$ cat config.mk
export PLATFORM = sky130hd
export DESIGN_NAME = turf_fragment_gen_mc
export DESIGN_NICKNAME = d
export VERILOG_FILES = /design/src/rtl/turf_fragment_gen_mc.sv
export SDC_FILE = /design/constraint.sdc
export NUM_CORES = 1
export LEC_CHECK = 0
export ABC_AREA = 1
export ABC_CLOCK_PERIOD_IN_PS = 7540
export CAP_MARGIN = 0
export CORE_AREA = 2 2 138 140
export CTS_CLUSTER_DIAMETER = 100
export DETAILED_ROUTE_END_ITERATION = 8
export DIE_AREA = 0 0 140 142
export PLACE_DENSITY_LB_ADDON = 0.08
export SKIP_LAST_GASP = 1
export SLEW_MARGIN = 40
export SYNTH_ARGS = -nofsm -noshare
export SYNTH_HDL_FRONTEND = slang
export SYNTH_SLANG_ARGS = --single-unit
$ cat constraint.sdc
create_clock -name aclk -period 7.54 [get_ports aclk]
set_clock_uncertainty 0.2 [all_clocks]
set_input_delay 1.508 -clock aclk [delete_from_list [all_inputs] [get_ports aclk]]
set_output_delay 1.508 -clock aclk [all_outputs]
set_load 0.1 [all_outputs]
$ cat src/rtl/turf_fragment_gen_mc.sv
// Multi-channel UDP fragment generator: round-robin arbitration over tagged event
// streams, each event split into tagged UDP fragments of a programmable beat count.
module turf_fragment_gen_mc #(
    parameter int          NCHAN      = 2,
    parameter logic [15:0] BASE_PORT  = 16'h5430,
    parameter logic [15:0] CONSTANT_0 = 16'hDA7A
) (
    input  logic                  aclk,
    input  logic                  aresetn,
    input  logic [9:0]            nfragment_count_i,
    input  logic [15:0]           fragsrc_mask_i,
    input  logic [32*NCHAN-1:0]   s_ctrl_tdata,
    input  logic [NCHAN-1:0]      s_ctrl_tvalid,
    output logic [NCHAN-1:0]      s_ctrl_tready,
    input  logic [64*NCHAN-1:0]   s_data_tdata,
    input  logic [8*NCHAN-1:0]    s_data_tkeep,
    input  logic [NCHAN-1:0]      s_data_tlast,
    input  logic [NCHAN-1:0]      s_data_tvalid,
    output logic [NCHAN-1:0]      s_data_tready,
    output logic [15:0]           m_hdr_tdata,
    output logic [15:0]           m_hdr_tuser,
    output logic                  m_hdr_tvalid,
    input  logic                  m_hdr_tready,
    output logic [63:0]           m_payload_tdata,
    output logic [7:0]            m_payload_tkeep,
    output logic                  m_payload_tlast,
    output logic                  m_payload_tuser,
    output logic                  m_payload_tvalid,
    input  logic                  m_payload_tready,
    output logic [1:0]            active_chan_o,
    output logic                  busy_o
);

    typedef enum logic [1:0] {IDLE, HEADER, TAG, STREAM} state_t;

    state_t      state_q, state_d;
    logic [1:0]  chan_q, chan_d;
    logic [1:0]  last_grant_q, last_grant_d;
    logic [11:0] addr_q, addr_d;
    logic [19:0] len_q, len_d;
    logic [16:0] rem_q, rem_d;
    logic [9:0]  nfc_q, nfc_d;
    logic [15:0] mask_q, mask_d;
    logic [9:0]  frag_num_q, frag_num_d;
    logic [9:0]  beats_q, beats_d;

    // Per-channel inputs spread into fixed 4-entry arrays so a 2-bit channel
    // index is always in range regardless of NCHAN.
    logic [31:0] ctrl_arr [4];
    logic [63:0] data_arr [4];
    logic [7:0]  keep_arr [4];
    logic [3:0]  ctrl_vld, data_vld, data_last;

    always_comb begin
        ctrl_vld  = '0;
        data_vld  = '0;
        data_last = '0;
        for (int i = 0; i < 4; i++) begin
            ctrl_arr[i] = '0;
            data_arr[i] = '0;
            keep_arr[i] = '0;
        end
        for (int i = 0; i < NCHAN; i++) begin
            ctrl_arr[i]  = s_ctrl_tdata[i*32 +: 32];
            data_arr[i]  = s_data_tdata[i*64 +: 64];
            keep_arr[i]  = s_data_tkeep[i*8 +: 8];
            ctrl_vld[i]  = s_ctrl_tvalid[i];
            data_vld[i]  = s_data_tvalid[i];
            data_last[i] = s_data_tlast[i];
        end
    end

    // Round-robin: first requesting channel after the previous winner, wrapping.
    logic [1:0] grant, cand;
    logic       grant_vld;

    always_comb begin
        grant     = '0;
        cand      = '0;
        grant_vld = 1'b0;
        for (int i = 0; i < NCHAN; i++) begin
            cand = 2'((int'(last_grant_q) + 1 + i) % NCHAN);
            if (!grant_vld && ctrl_vld[cand]) begin
                grant     = cand;
                grant_vld = 1'b1;
            end
        end
    end

    // Fragment length derives from the bytes still owed for this event.
    logic [17:0] beats_rem, nfc_p1;
    logic [16:0] frag_len;

    always_comb begin
        beats_rem = ({1'b0, rem_q} + 18'd7) >> 3;
        nfc_p1    = {8'b0, nfc_q} + 18'd1;
        if (beats_rem <= nfc_p1) begin
            frag_len = rem_q + 17'd8;
        end else begin
            frag_len = 17'(nfc_p1 << 3) + 17'd8;
        end
    end

    assign m_hdr_tdata     = frag_len[15:0];
    assign m_hdr_tuser     = (BASE_PORT & ~mask_q) | ({6'b0, frag_num_q} & mask_q);
    assign m_payload_tuser = 1'b0;
    assign active_chan_o   = chan_q;
    assign busy_o          = (state_q != IDLE);

    always_comb begin
        // NOTE: every signal gets a default before the case so no path leaves
        // it unassigned, which would otherwise infer a latch.
        state_d          = state_q;
        chan_d           = chan_q;
        last_grant_d     = last_grant_q;
        addr_d           = addr_q;
        len_d            = len_q;
        rem_d            = rem_q;
        nfc_d            = nfc_q;
        mask_d           = mask_q;
        frag_num_d       = frag_num_q;
        beats_d          = beats_q;
        s_ctrl_tready    = '0;
        s_data_tready    = '0;
        m_hdr_tvalid     = 1'b0;
        m_payload_tvalid = 1'b0;
        m_payload_tdata  = '0;
        m_payload_tkeep  = '0;
        m_payload_tlast  = 1'b0;

        unique case (state_q)
            IDLE: begin
                for (int i = 0; i < NCHAN; i++) begin
                    s_ctrl_tready[i] = grant_vld && (grant == 2'(i));
                end
                if (grant_vld) begin
                    chan_d       = grant;
                    last_grant_d = grant;
                    addr_d       = ctrl_arr[grant][31:20];
                    len_d        = ctrl_arr[grant][19:0];
                    rem_d        = ctrl_arr[grant][16:0];
                    nfc_d        = nfragment_count_i;
                    mask_d       = fragsrc_mask_i;
                    frag_num_d   = '0;
                    state_d      = HEADER;
                end
            end
            HEADER: begin
                m_hdr_tvalid = 1'b1;
                if (m_hdr_tready) begin
                    rem_d   = rem_q - (frag_len - 17'd8);
                    state_d = TAG;
                end
            end
            TAG: begin
                m_payload_tvalid = 1'b1;
                m_payload_tdata  = {CONSTANT_0, chan_q, 4'b0, frag_num_q, addr_q, len_q};
                m_payload_tkeep  = 8'hFF;
                m_payload_tlast  = (len_q == '0);
                if (m_payload_tready) begin
                    frag_num_d = frag_num_q + 10'd1;
                    beats_d    = '0;
                    state_d    = (len_q == '0) ? IDLE : STREAM;
                end
            end
            STREAM: begin
                m_payload_tvalid = data_vld[chan_q];
                m_payload_tdata  = data_arr[chan_q];
                m_payload_tkeep  = keep_arr[chan_q];
                m_payload_tlast  = data_last[chan_q];
                for (int i = 0; i < NCHAN; i++) begin
                    s_data_tready[i] = (chan_q == 2'(i)) && m_payload_tready;
                end
                // The source tlast always closes the event, even mid-fragment.
                if (data_vld[chan_q] && m_payload_tready) begin
                    if (data_last[chan_q]) begin
                        state_d = IDLE;
                    end else if (beats_q == nfc_q) begin
                        state_d = HEADER;
                    end else begin
                        beats_d = beats_q + 10'd1;
                    end
                end
            end
            default: state_d = IDLE;
        endcase
    end

    always_ff @(posedge aclk) begin
        // NOTE: state registers use non-blocking assignments so every flop
        // samples pre-edge values regardless of statement order.
        if (!aresetn) begin
            state_q      <= IDLE;
            chan_q       <= '0;
            last_grant_q <= 2'(NCHAN - 1);
            addr_q       <= '0;
            len_q        <= '0;
            rem_q        <= '0;
            nfc_q        <= '0;
            mask_q       <= '0;
            frag_num_q   <= '0;
            beats_q      <= '0;
        end else begin
            state_q      <= state_d;
            chan_q       <= chan_d;
            last_grant_q <= last_grant_d;
            addr_q       <= addr_d;
            len_q        <= len_d;
            rem_q        <= rem_d;
            nfc_q        <= nfc_d;
            mask_q       <= mask_d;
            frag_num_q   <= frag_num_d;
            beats_q      <= beats_d;
        end
    end

endmodule
### Word level (Yosys, flattened, before mapping)

Index checks and enable logic that the tools add are counted.

* flip-flop bits (word level): 100
* output and inout port bits: 115
* logic and storage cells: 114

* $add $sub $neg: 10
* order comparisons: 6
* equal/unequal tests: 13
* multiplexer cells: 48
* bitwise logic cells: 7
* reduce and logical (&&, ||, !) cells: 20

Operator list (number)
* $bmux W64 S2: 1
* $mux W64: 2
* $pmux W64 S2: 1
* $bmux W32 S2: 1
* $mux W32: 2
* $mux W10: 6
* $mux W17: 3
* $pmux W10 S2: 2
* $pmux W17 S2: 1
* $mux W2: 11
* $add A10 B1 Y10 const B: 2
* $logic_not A20 Y1: 1
* $add A17 B3 Y18 const B: 1
* $add A17 B4 Y17 const B: 1
* $sub A17 B17 Y17: 1
* $sub A17 B4 Y17 const B: 1
* $and A10 B16 Y16: 1
* $bmux W8 S2: 1
* $mux W8: 2
* $or A15 B16 Y16: 1
* $pmux W8 S2: 1
* $add A14 B4 Y15 const B: 1
* $le A15 B11 Y1: 1
* $not A15 Y15: 1
* 22 further kinds: 58

### Depth between registers and ports, before layout

* word-level depth: 14
* gate-level depth with buffers: 33
* mapped depth without buffers: 33

### Least setup slack after synthesis

No wires, ideal clock.

* path type: register to output
* start: register rem_q[4]
* end: output port m_hdr_tdata[10]
* arrival: 4194 ps
* slack: 1638 ps
* stages on the path, launching flop included: 16
* buffers on the path: 0
* cells stage by stage: dfxtp_1 > ha_1 > nand2_1 > nor2_4 > nand2_1 > nor2_1 > nand2_1 > xnor2_1 > ha_1 > a21oi_1 > o21a_1 > nand2_1 > nand2_1 > nand3_2 > inv_1 > o21ai_0

* cells in the longest elaborated chain, start to end: 3
* elaborated cells between the ends (all ways): 4
* those cells by class: add/sub (2); order compare (1); mux (1)

Ends and longest elaborated chain
* from (decl): line 41 `logic [16:0] rem_q, rem_d;`
* from (signal assigned): line 209 `rem_q <= rem_d;`
* $add A17 B3 Y18: line 95 `beats_rem = ({1'b0, rem_q} + 18'd7) >> 3;`
* $le A15 B11 Y1: line 97 `if (beats_rem <= nfc_p1) begin`
* $mux W17 (*): line 97
* to (decl): line 20 `output logic [15:0] m_hdr_tdata,`

Mark *: on every way between the ends. The rest lies on a longest branch, timed or not.

### Worst setup path in the final report

* start: register nfc_q[0]
* end: output port m_hdr_tdata[9]

* cells in the longest elaborated chain, start to end: 3
* elaborated cells between the ends (all ways): 4
* those cells by class: add/sub (2); order compare (1); mux (1)

Ends and longest elaborated chain
* from (decl): line 42 `logic [9:0] nfc_q, nfc_d;`
* from (signal assigned): line 210 `nfc_q <= nfc_d;`
* $add A10 B1 Y11 (*): line 96 `nfc_p1 = {8'b0, nfc_q} + 18'd1;`
* $add A14 B4 Y15 or $le A15 B11 Y1 (tied branches): line 100, 97
* $mux W17 (*): line 97

Marked as above.

==> flow_summary.toml <==
[cts]
root_buffer = "clkbuf_16"
ctsHoldBuffers = 0
cts_buffer_depth = 2
clkSlewWorstSetupHoldPaths_ps = 70
cts_setup_buffers = 0
tritoncts = "done"
cts_max_level = 3
ctsResizeCount = 0
cts_buffers = 9
clock_sinks = 96
insertion_delay_ps = 360

[floorplanning]
ios = 359
rows = 50
core_area_um2 = 18500
die_h_um = 142
start_util = 0.453
die_area_um2 = 19900
die_w_um = 140

[finish]
drive_gt1_frac = 0.100
final_common_cell = "nand2_1"
nNetsFinal = 1997
final_cell_mix = "nand2_1 (357), clkdlybuf4s50_1 (240), nor2_1 (165), inv_1 (155), o21ai_0 (135)"
diodes = 0
syn_to_final_growth_pct = 39.6

[global_route]
antenna_found_initial = 1
busiest_layer = "met2"
grt_use_met2 = 0.556
grt_pass1_wl_um = 50300
first_global_vias = 9400
track_usage = 0.318
grt_use_met1 = 0.403
grtUsageMet3 = 0.0612
grt.overflow.total = 0
grt_max_degree = 76

[timing]
fmax_ghz = 0.168
rsz0062_at_grt = "false"
setup_tns_ps = 0
layout_min_cycle_time_ps = 5970
relSlewSlack = 0.446
finalCritPeriodShare = 0.791
drv_slew = 0
finalHoldViolCount = 0
worst_slew_pin_slew_ps = 829
setup_viol = 0

[setup_path]
worstPathArrival_ps = 4260
crit_chain = "ha_1 -> nand3_1 -> nor2_1 -> nor2_1 -> nor2_1 -> inv_1 -> ha_1 -> nand2_1 -> inv_1 -> a21oi_1 -> nand2_1 -> nand2_1 -> nand2_1 -> nand2_1 -> nand3_2 -> inv_1 -> nand2_1 -> nand2_1 -> buf_2"
cp_num_buf_inv = 4
crit_type = "reg -> out"
critical_path.top_delay_family = "simple AND/OR/NAND/NOR gates"
critPathCaptureType = "primary output"
cpPeakStageDelay_ps = 520
crit_top_cell = "nand2_1"
cp.required_ps = 5830
worstSetupStartpointType = "flip-flop"
crit_fanout = 30
slowest_stage = "nand3_2"

[routing]
first_pass_iters = 9
vias_per_cell = 5.32
postRouteAntennaNets = 0
remaining_drc_errors = 21
wl_per_cell_um = 17.0
routed_wl_um = 33000
drt_iter0_markers = 863
via_count = 10300

[yosys]
avgSynthCellArea_um2 = 5.95
netlist_area_um2 = 8370
synth_cells = 1406
synthDistinctLibCells = 45
yosys_warnings = 0
ys_seq_area_frac = 0.230
synth-seq-cells = 96

[flow_run]
drv_cap = 0

[placed_design]
dp_hpwl_um = 25800
place.gp.congestion = 0.930
port_buffers = 349

[power_and_ir_drop]
p_leak_nw = 5.45
power_density_nw_per_um2 = 540
vdd_drop_max_mv = 0.585
power_mw = 6.31

[worst_hold_path]
hold_class = "reg -> reg"

[status]
status = "finished, violations left"
violations = "DRC"
[synth_stat cells (all sizes together)]
cell,count,area [um2]
and2,3,18.8
conb,2,7.51
o22ai,36,225
fa,1,20.0
nand4,18,113
a22oi,6,45.0
or2,6,37.5
a21oi,110,562
clkinv,2,7.51
a211oi,9,67.6
o21a,1,7.51
ha,45,563
nor4,4,25.0
nand3b,2,15.0
nand2,364,1380
inv,161,604
a311oi,1,8.76
o21bai,2,15.0
nor3,20,100
dfxtp,96,1920
a21boi,1,7.51
xor2,27,236
buf,24,145
mux2,5,56.3
xnor2,13,114
nor2,172,671
a31oi,12,75.1
clkbuf,51,193
o21ai,141,721
o211ai,1,7.51
nand3,64,335
mux2i,6,60.1
[report_power, final]
part | internal (mW) | total (mW) | leakage, nW | switching [mW]
Sequential | 0.668 | 0.852 | 0.791 | 0.184
Clock | 0.238 | 0.459 | 0.141 | 0.221
Combinational | 1.28 | 5.00 | 4.51 | 3.72
[cells by family after synthesis]
group / count (synthesis) / synth area share
AO/OA/AOI/OAI: 320 / 0.208
XOR/XNOR: 40 / 0.0419
adder cells (fa/ha/maj): 46 / 0.0697
buffers and inverters: 238 / 0.114
flip-flops: 96 / 0.230
multiplexers: 11 / 0.0139
other: 2 / 0.000898
AND/OR/NAND/NOR: 653 / 0.322
[registers in the layout (all words and copies together), names as in the netlist]
register and count:
mask_q 13, len_q 20, beats_q 10, frag_num_q 10, rem_q 17, active_chan_o 1
last_grant_q 1, nfc_q 10, state_q 2, addr_q 12
[layer usage]
metal	wire length, um	vias up	part of all wire
li1	-	5179	-
met2	16000	405	0.48
met3	2310	50	0.070
met1	13900	4710	0.42
met5	15	-	0.00045
met4	803	2	0.024
[metrics by stage]
| step | instance area (um2) | std cells | setup slack [ps] | hold slack [ps] | utilization |
|---|---|---|---|---|---|
| 5_1_grt | 11700 | 1946 | 1190 | 295 | 0.633 |
| 6_report | 11700 | 1946 | 1570 | 254 | 0.633 |
| 4_1_cts | 11700 | 1946 | 1600 | 257 | 0.633 |
| 3_5_place_dp | 11400 | 1930 | 2000 | 248 | 0.617 |
| 3_3_place_gp | 11900 | 1930 | 1370 | 241 | 0.646 |
| 2_1_floorplan | 8390 | 1412 | 1640 | 244 | - |
[worst reg2reg max path: cells and delay by family, from the launching register on]
kind            cells  cell delay, ps
simple gates       16            1970
fa+ha+maj           4            1210
buf+inv             6             860
compound gates      3             600
flops               1             490
[area by class of cell]
cell class | instances | area, um2
Clock buffer | 10 | 239
Clock inverter | 6 | 50.0
Multi-Input combinational cell | 1078 | 5520
Inverter | 163 | 612
Timing Repair Buffer | 359 | 3040
Fill cell | 1817 | 6780
Sequential cell | 96 | 1920
Tap cell | 234 | 293
[worst paths after layout]
kind / start / to / slack (ps) / cells past startpoint
min reg2reg: mask_q[12] / mask_q[12] / 250 / 2
min: mask_q[12] / mask_q[12] / 250 / 2
max reg2reg: nfc_q[0] / rem_q[12] / 2120 / 29
max: nfc_q[0] / m_hdr_tdata[9] / 1570 / 19
(Power assumes the default switching activity.)
